### src/rtl/spi_register_controller.sv
// SPI-slave register-write front end: oversampled mode-0 SPI, 24-bit write frames
// buffered in a small FIFO and issued as single-cycle register writes to the core.
module spi_register_controller #(
  parameter int unsigned FIFO_DEPTH  = 4,
  parameter int unsigned SYNC_STAGES = 2
) (
  input  logic        i_Clock,
  input  logic        i_Reset,
  input  logic        i_SCLK,
  input  logic        i_CS_N,
  input  logic        i_MOSI,
  output logic        o_MISO,
  input  logic        i_WriteReady,
  output logic        o_RegisterWriteEnable,
  output logic [15:0] o_RegisterNumber,
  output logic [7:0]  o_RegisterValue,
  output logic [4:0]  o_FifoCount,
  output logic        o_Overflow
);

  localparam int unsigned FRAME_W = 24;
  localparam int unsigned CNT_W   = 5;
  localparam int unsigned PTR_W   = (FIFO_DEPTH > 1) ? $clog2(FIFO_DEPTH) : 1;

  localparam logic [CNT_W-1:0] LAST_BIT   = CNT_W'(FRAME_W - 1);
  localparam logic [CNT_W-1:0] STATUS_END = CNT_W'(7);
  localparam logic [4:0]       DEPTH_CNT  = 5'(FIFO_DEPTH);
  localparam logic [PTR_W-1:0] LAST_PTR   = PTR_W'(FIFO_DEPTH - 1);

  typedef enum logic {
    IDLE,
    SELECTED
  } state_t;

  state_t state, state_next;

  logic [SYNC_STAGES-1:0] sclk_sync;
  logic [SYNC_STAGES-1:0] cs_sync;
  logic [SYNC_STAGES-1:0] mosi_sync;
  logic                   sclk_d;
  logic                   sclk_s;
  logic                   cs_s;
  logic                   mosi_s;
  logic                   sclk_rise;
  logic                   sclk_fall;
  logic                   armed;

  logic [CNT_W-1:0]       bit_cnt;
  logic [FRAME_W-2:0]     rx_sr;
  logic [7:0]             miso_sr;
  logic                   hold_shift;
  logic [FRAME_W-1:0]     frame;
  logic [7:0]             status;

  logic                   load_status;
  logic                   shift_in;
  logic                   shift_out;
  logic                   commit;
  logic                   enter_sel;
  logic                   go_idle;

  logic [FRAME_W-1:0]     mem [FIFO_DEPTH];
  logic [PTR_W-1:0]       wr_ptr;
  logic [PTR_W-1:0]       rd_ptr;
  logic [4:0]             count;
  logic                   overflow;
  logic                   fifo_full;
  logic                   fifo_empty;
  logic                   push;
  logic                   pop;
  logic                   drop;
  logic                   ovf_clear;

  function automatic logic [PTR_W-1:0] ptr_inc(input logic [PTR_W-1:0] p);
    return (p == LAST_PTR) ? '0 : p + PTR_W'(1);
  endfunction

  // Pin synchronizers plus one extra SCLK copy for edge detection
  always_ff @(posedge i_Clock) begin
    if (i_Reset) begin
      sclk_sync <= '0;
      cs_sync   <= '0;
      mosi_sync <= '0;
      sclk_d    <= 1'b0;
      armed     <= 1'b0;
    end else begin
      sclk_sync <= {sclk_sync[SYNC_STAGES-2:0], i_SCLK};
      cs_sync   <= {cs_sync[SYNC_STAGES-2:0], i_CS_N};
      mosi_sync <= {mosi_sync[SYNC_STAGES-2:0], i_MOSI};
      sclk_d    <= sclk_s;
      if (cs_s) begin
        armed <= 1'b1;
      end
    end
  end

  assign sclk_s    = sclk_sync[SYNC_STAGES-1];
  assign cs_s      = cs_sync[SYNC_STAGES-1];
  assign mosi_s    = mosi_sync[SYNC_STAGES-1];
  assign sclk_rise = sclk_s & ~sclk_d;
  assign sclk_fall = ~sclk_s & sclk_d;

  assign frame  = {rx_sr, mosi_s};
  assign status = {overflow, 2'b00, count};

  always_ff @(posedge i_Clock) begin
    if (i_Reset) begin
      state <= IDLE;
    end else begin
      state <= state_next;
    end
  end

  always_comb begin
    state_next  = state;
    load_status = 1'b0;
    shift_in    = 1'b0;
    shift_out   = 1'b0;
    commit      = 1'b0;
    enter_sel   = 1'b0;
    go_idle     = 1'b0;
    case (state)
      IDLE: begin
        if (armed && !cs_s) begin
          state_next  = SELECTED;
          enter_sel   = 1'b1;
          load_status = 1'b1;
        end
      end
      SELECTED: begin
        if (cs_s) begin
          state_next = IDLE;
          go_idle    = 1'b1;
        end else if (sclk_rise) begin
          shift_in = 1'b1;
          if (bit_cnt == LAST_BIT) begin
            commit      = 1'b1;
            load_status = 1'b1;
          end
        end else if (sclk_fall) begin
          shift_out = 1'b1;
        end
      end
      default: begin
        state_next = IDLE;
        go_idle    = 1'b1;
      end
    endcase
  end

  // A status reload at frame end must survive the trailing SCLK fall of that frame
  always_ff @(posedge i_Clock) begin
    if (i_Reset) begin
      bit_cnt    <= '0;
      rx_sr      <= '0;
      miso_sr    <= '0;
      hold_shift <= 1'b0;
    end else begin
      if (enter_sel || go_idle || commit) begin
        bit_cnt <= '0;
      end else if (shift_in) begin
        bit_cnt <= bit_cnt + CNT_W'(1);
      end

      if (shift_in) begin
        rx_sr <= frame[FRAME_W-2:0];
      end

      if (load_status) begin
        miso_sr    <= status;
        hold_shift <= commit;
      end else if (go_idle) begin
        miso_sr    <= '0;
        hold_shift <= 1'b0;
      end else if (shift_out) begin
        if (hold_shift) begin
          hold_shift <= 1'b0;
        end else begin
          miso_sr <= {miso_sr[6:0], 1'b0};
        end
      end
    end
  end

  assign o_MISO = miso_sr[7];

  assign fifo_full  = (count == DEPTH_CNT);
  assign fifo_empty = (count == 5'd0);
  assign pop        = ~fifo_empty & i_WriteReady;
  assign push       = commit & (~fifo_full | pop);
  assign drop       = commit & fifo_full & ~pop;
  assign ovf_clear  = shift_in & (bit_cnt == STATUS_END);

  always_ff @(posedge i_Clock) begin
    if (push) begin
      mem[wr_ptr] <= frame;
    end
  end

  // FIFO bookkeeping, sticky overflow (set beats clear) and the write port
  always_ff @(posedge i_Clock) begin
    if (i_Reset) begin
      wr_ptr                <= '0;
      rd_ptr                <= '0;
      count                 <= '0;
      overflow              <= 1'b0;
      o_RegisterWriteEnable <= 1'b0;
      o_RegisterNumber      <= '0;
      o_RegisterValue       <= '0;
    end else begin
      if (push) begin
        wr_ptr <= ptr_inc(wr_ptr);
      end
      if (pop) begin
        rd_ptr <= ptr_inc(rd_ptr);
      end
      case ({push, pop})
        2'b10:   count <= count + 5'd1;
        2'b01:   count <= count - 5'd1;
        default: count <= count;
      endcase

      if (drop) begin
        overflow <= 1'b1;
      end else if (ovf_clear) begin
        overflow <= 1'b0;
      end

      o_RegisterWriteEnable <= pop;
      if (pop) begin
        o_RegisterNumber <= mem[rd_ptr][23:8];
        o_RegisterValue  <= mem[rd_ptr][7:0];
      end
    end
  end

  assign o_FifoCount = count;
  assign o_Overflow  = overflow;

endmodule

### config.mk
export PLATFORM = sky130hd
export DESIGN_NAME = spi_register_controller
export DESIGN_NICKNAME = d
export VERILOG_FILES = /design/src/rtl/spi_register_controller.sv
export SDC_FILE = /design/constraint.sdc
export NUM_CORES = 1
export LEC_CHECK = 0
export BUFFER_PORTS_ARGS = -buffer_cell sky130_fd_sc_hd__buf_4
export CAP_MARGIN = 20
export CORE_MARGIN = 2
export CORE_UTILIZATION = 63
export CTS_CLUSTER_SIZE = 16
export DETAILED_ROUTE_END_ITERATION = 6
export GPL_ROUTABILITY_DRIVEN = 0
export HOLD_SLACK_MARGIN = 0.1
export PLACE_DENSITY = 0.81
export SLEW_MARGIN = 20
export SYNTH_ARGS = -nofsm -noshare
export SYNTH_HDL_FRONTEND = slang
export SYNTH_SLANG_ARGS = --single-unit
### constraint.sdc
create_clock -name i_Clock -period 4.8 [get_ports i_Clock]
set_clock_uncertainty 0.15 [all_clocks]
set_input_delay 0.48 -clock i_Clock [delete_from_list [all_inputs] [get_ports i_Clock]]
set_output_delay 0.48 -clock i_Clock [all_outputs]
set_load 0.01 [all_outputs]
==> run metrics <==
outcome=completed; crit-path max FO=29; Ports=38; P&R area growth vs syn=14.3%; Fmax achieved=0.260 GHz; Vias=4131; fraction of registers with async set/reset=0%; H-Tree Depth=4; post-synthesis sequential area ratio=66.9%; clk slew on worst S/H paths=0.06 ns; DRT Wirelength=12.3 mm; PwrDens=521 nW/µm²; hpwl dp=7.04 mm; Nets=570; TritonRoute pass-1 iters=6; DP Worst Slack=0.994 ns; Worst Path Required=5.12 ns; period utilisation layout=80.3%; Worst-Skew Late Latency=0.53 ns; Synth Warn #=0; Hold Fails Final Rpt=0; CTS Buf Count=17; Vias per Instance=5.87; startpoint types=flip-flop; Rows=37; setup repair bufs after CTS=0; Starting Density=64.9%; GRT Total Usage=23.0%; CTS tree=built; post-synthesis cell area=6730 µm²; Distinct cells, synth=45; final core occ=74.2%; cells after synthesis=522; DR WL/cell=17.5 µm; Synth Area per Inst=12.9 µm²; first-pass GRT wire length=20.0 mm; unrepaired setup endpoints after global routing=false; post-cts resize count=0; # setup viols final=0; initial antenna violation count=0; vias in the first global route=4062; Synth Flop Type=edfxtp_1; minimum clock period=3.85 ns; kind of critical path=flip-flop to flip-flop; Fin Setup TNS=0 ns; Root Buffer Master=clkbuf_8; number of clock sinks=177; die height=107 µm; Final WS setup=0.947 ns; fin. max-slew vios=0; share of layout cells above drive strength 1=18.8%; critical path data arrival time=4.17 ns; core area=10400 µm²; Hold Path Stages=4; max_slew headroom=44.8%; remaining antenna violation count after routing=0; # diodes=0; largest net degree at the start of global routing=81; final hold slack=0.186 ns; DIE AREA=11500 µm²; drt first-iter violations=298; post-synthesis net count=537; Post-synth EDFFs=96; Max Root-Sink Buffers=2; Leakage=0.00266 µW; Reg2Reg Depth=11; Slew @ Worst Pin=0.827 ns; post-synthesis register bit count=177; VDD IR max=0.000456 V; crit end category=flip-flop; # DRC=0; hold crit path type=input port to flip-flop; grt ovf=0; chip width=107 µm; port bufs=37; Max-Cap Viols=0
-- power by group --
part / total (µW) / internal [µW] / switching [µW]
clock: 1370 / 810 / 556
combinational: 876 / 411 / 465
sequential: 1770 / 1690 / 83.1
total: 4010 / 2910 / 1100
-- synth_stat cells (9+ instances only) --
| cell type | n | area [µm²] |
|---|---|---|
| dfxtp_1 | 81 | 1620 |
| nand2_1 | 106 | 398 |
| ha_1 | 9 | 113 |
| inv_1 | 10 | 37.5 |
| edfxtp_1 | 96 | 2880 |
| clkbuf_1 | 19 | 71.3 |
| buf_2 | 9 | 45.0 |
| nor2_1 | 17 | 63.8 |
| a21oi_1 | 58 | 290 |
| nor3_1 | 14 | 70.1 |
| mux4_2 | 24 | 541 |
-- per-layer routing --
layer | up-vias | global-route usage, % | share of wire, %
li1 | 1945 | - | -
met1 | 2054 | 30.5 | 42
met5 | - | 0 | 0
met4 | 0 | 8.88 | 1.7
met3 | 20 | 5.15 | 4.8
met2 | 112 | 37.4 | 52
-- layout by cell type (no fill, tap or decap), drive strengths merged, types with 2 or more instances in the layout --
| cell | count |
|---|---|
| nand2 | 106 |
| edfxtp | 96 |
| dfxtp | 81 |
| a21oi | 59 |
| buf | 45 |
| mux4 | 24 |
| clkbuf | 20 |
| nor2 | 17 |
| nor3 | 15 |
| inv | 13 |
| ha | 9 |
| o21ai | 8 |
| nor4 | 7 |
| nor2b | 7 |
| xor2 | 6 |
| o32a | 6 |
| and2 | 5 |
| clkinv | 4 |
| or3 | 3 |
| bufinv | 3 |
| clkinvlp | 3 |
| dlygate4sd3 | 3 |
| or4 | 3 |
| nand4bb | 2 |
| nor3b | 2 |
| a21o | 2 |
| nand4 | 2 |
| nand3 | 2 |
| xnor2 | 2 |
-- kinds of logic after synthesis --
logic type / count (synthesis) / share of synthesized area [%]
and+or+nand+nor: 177 / 12.2
muxes: 26 / 8.34
xor gates and xnor gates: 8 / 1.04
DFF: 177 / 66.9
buffers and inverters: 45 / 3.12
adders and majority gates: 9 / 1.67
AOI/OAI and AO/OA: 80 / 6.74
-- final timing paths --
check,start,endpoint,slack [ns]
worst max register to register,o_FifoCount[0],o_FifoCount[4],0.95
worst min-delay path,i_WriteReady,o_Overflow,0.19
worst max-delay path,o_FifoCount[0],o_FifoCount[4],0.95
worst min register to register,mosi_sync[0],mosi_sync[1],0.29
-- cell type report --
cell class                 instances  area [µm²]
clock buffer                      20         435
clock inverter                    12         158
fill                             660        2670
inverter                          11        41.3
multi-input combinational        300        2020
sequential                       177        4500
tap                              136         170
timing repair buffer              48         368
-- registers in the layout, indices dropped and copies added, names as in the netlist, 5 cells and up --
name / flops
mem: 96
rx_sr: 23
o_RegisterNumber: 16
miso_sr: 8
o_RegisterValue: 8
bit_cnt: 5
o_FifoCount: 5
-- worst max-delay path: stages, from the launching register on --
cell and delay (ns):
dfxtp_1 0.39, or4_4 0.58, o21ai_2 0.12, buf_4 0.33
inv_2 0.30, ha_1 0.37, xor2_1 0.17, ha_1 0.19
a21oi_1 0.25, o22ai_1 0.17, or4b_2 0.66, nand3_1 0.10
-- per-stage QoR --
| stage | power, µW | instances | area [µm²] |
|---|---|---|---|
| 2_1_floorplan | 2440 | 522 | 6730 |
| 3_3_place_gp | 2640 | 669 | 7070 |
| 3_5_place_dp | 2680 | 669 | 7070 |
| 4_1_cts | 4040 | 704 | 7700 |
| 5_1_grt | 4190 | 704 | 7700 |
| 6_report | 4010 | 704 | 7700 |
-- what timing repair did --
action                                 in CTS  in global routing
setup endpoints to repair                   0                  0
endpoints found under the hold margin       3                  0
hold buffers                                3                  0
Power figures use the tool's default switching activity.
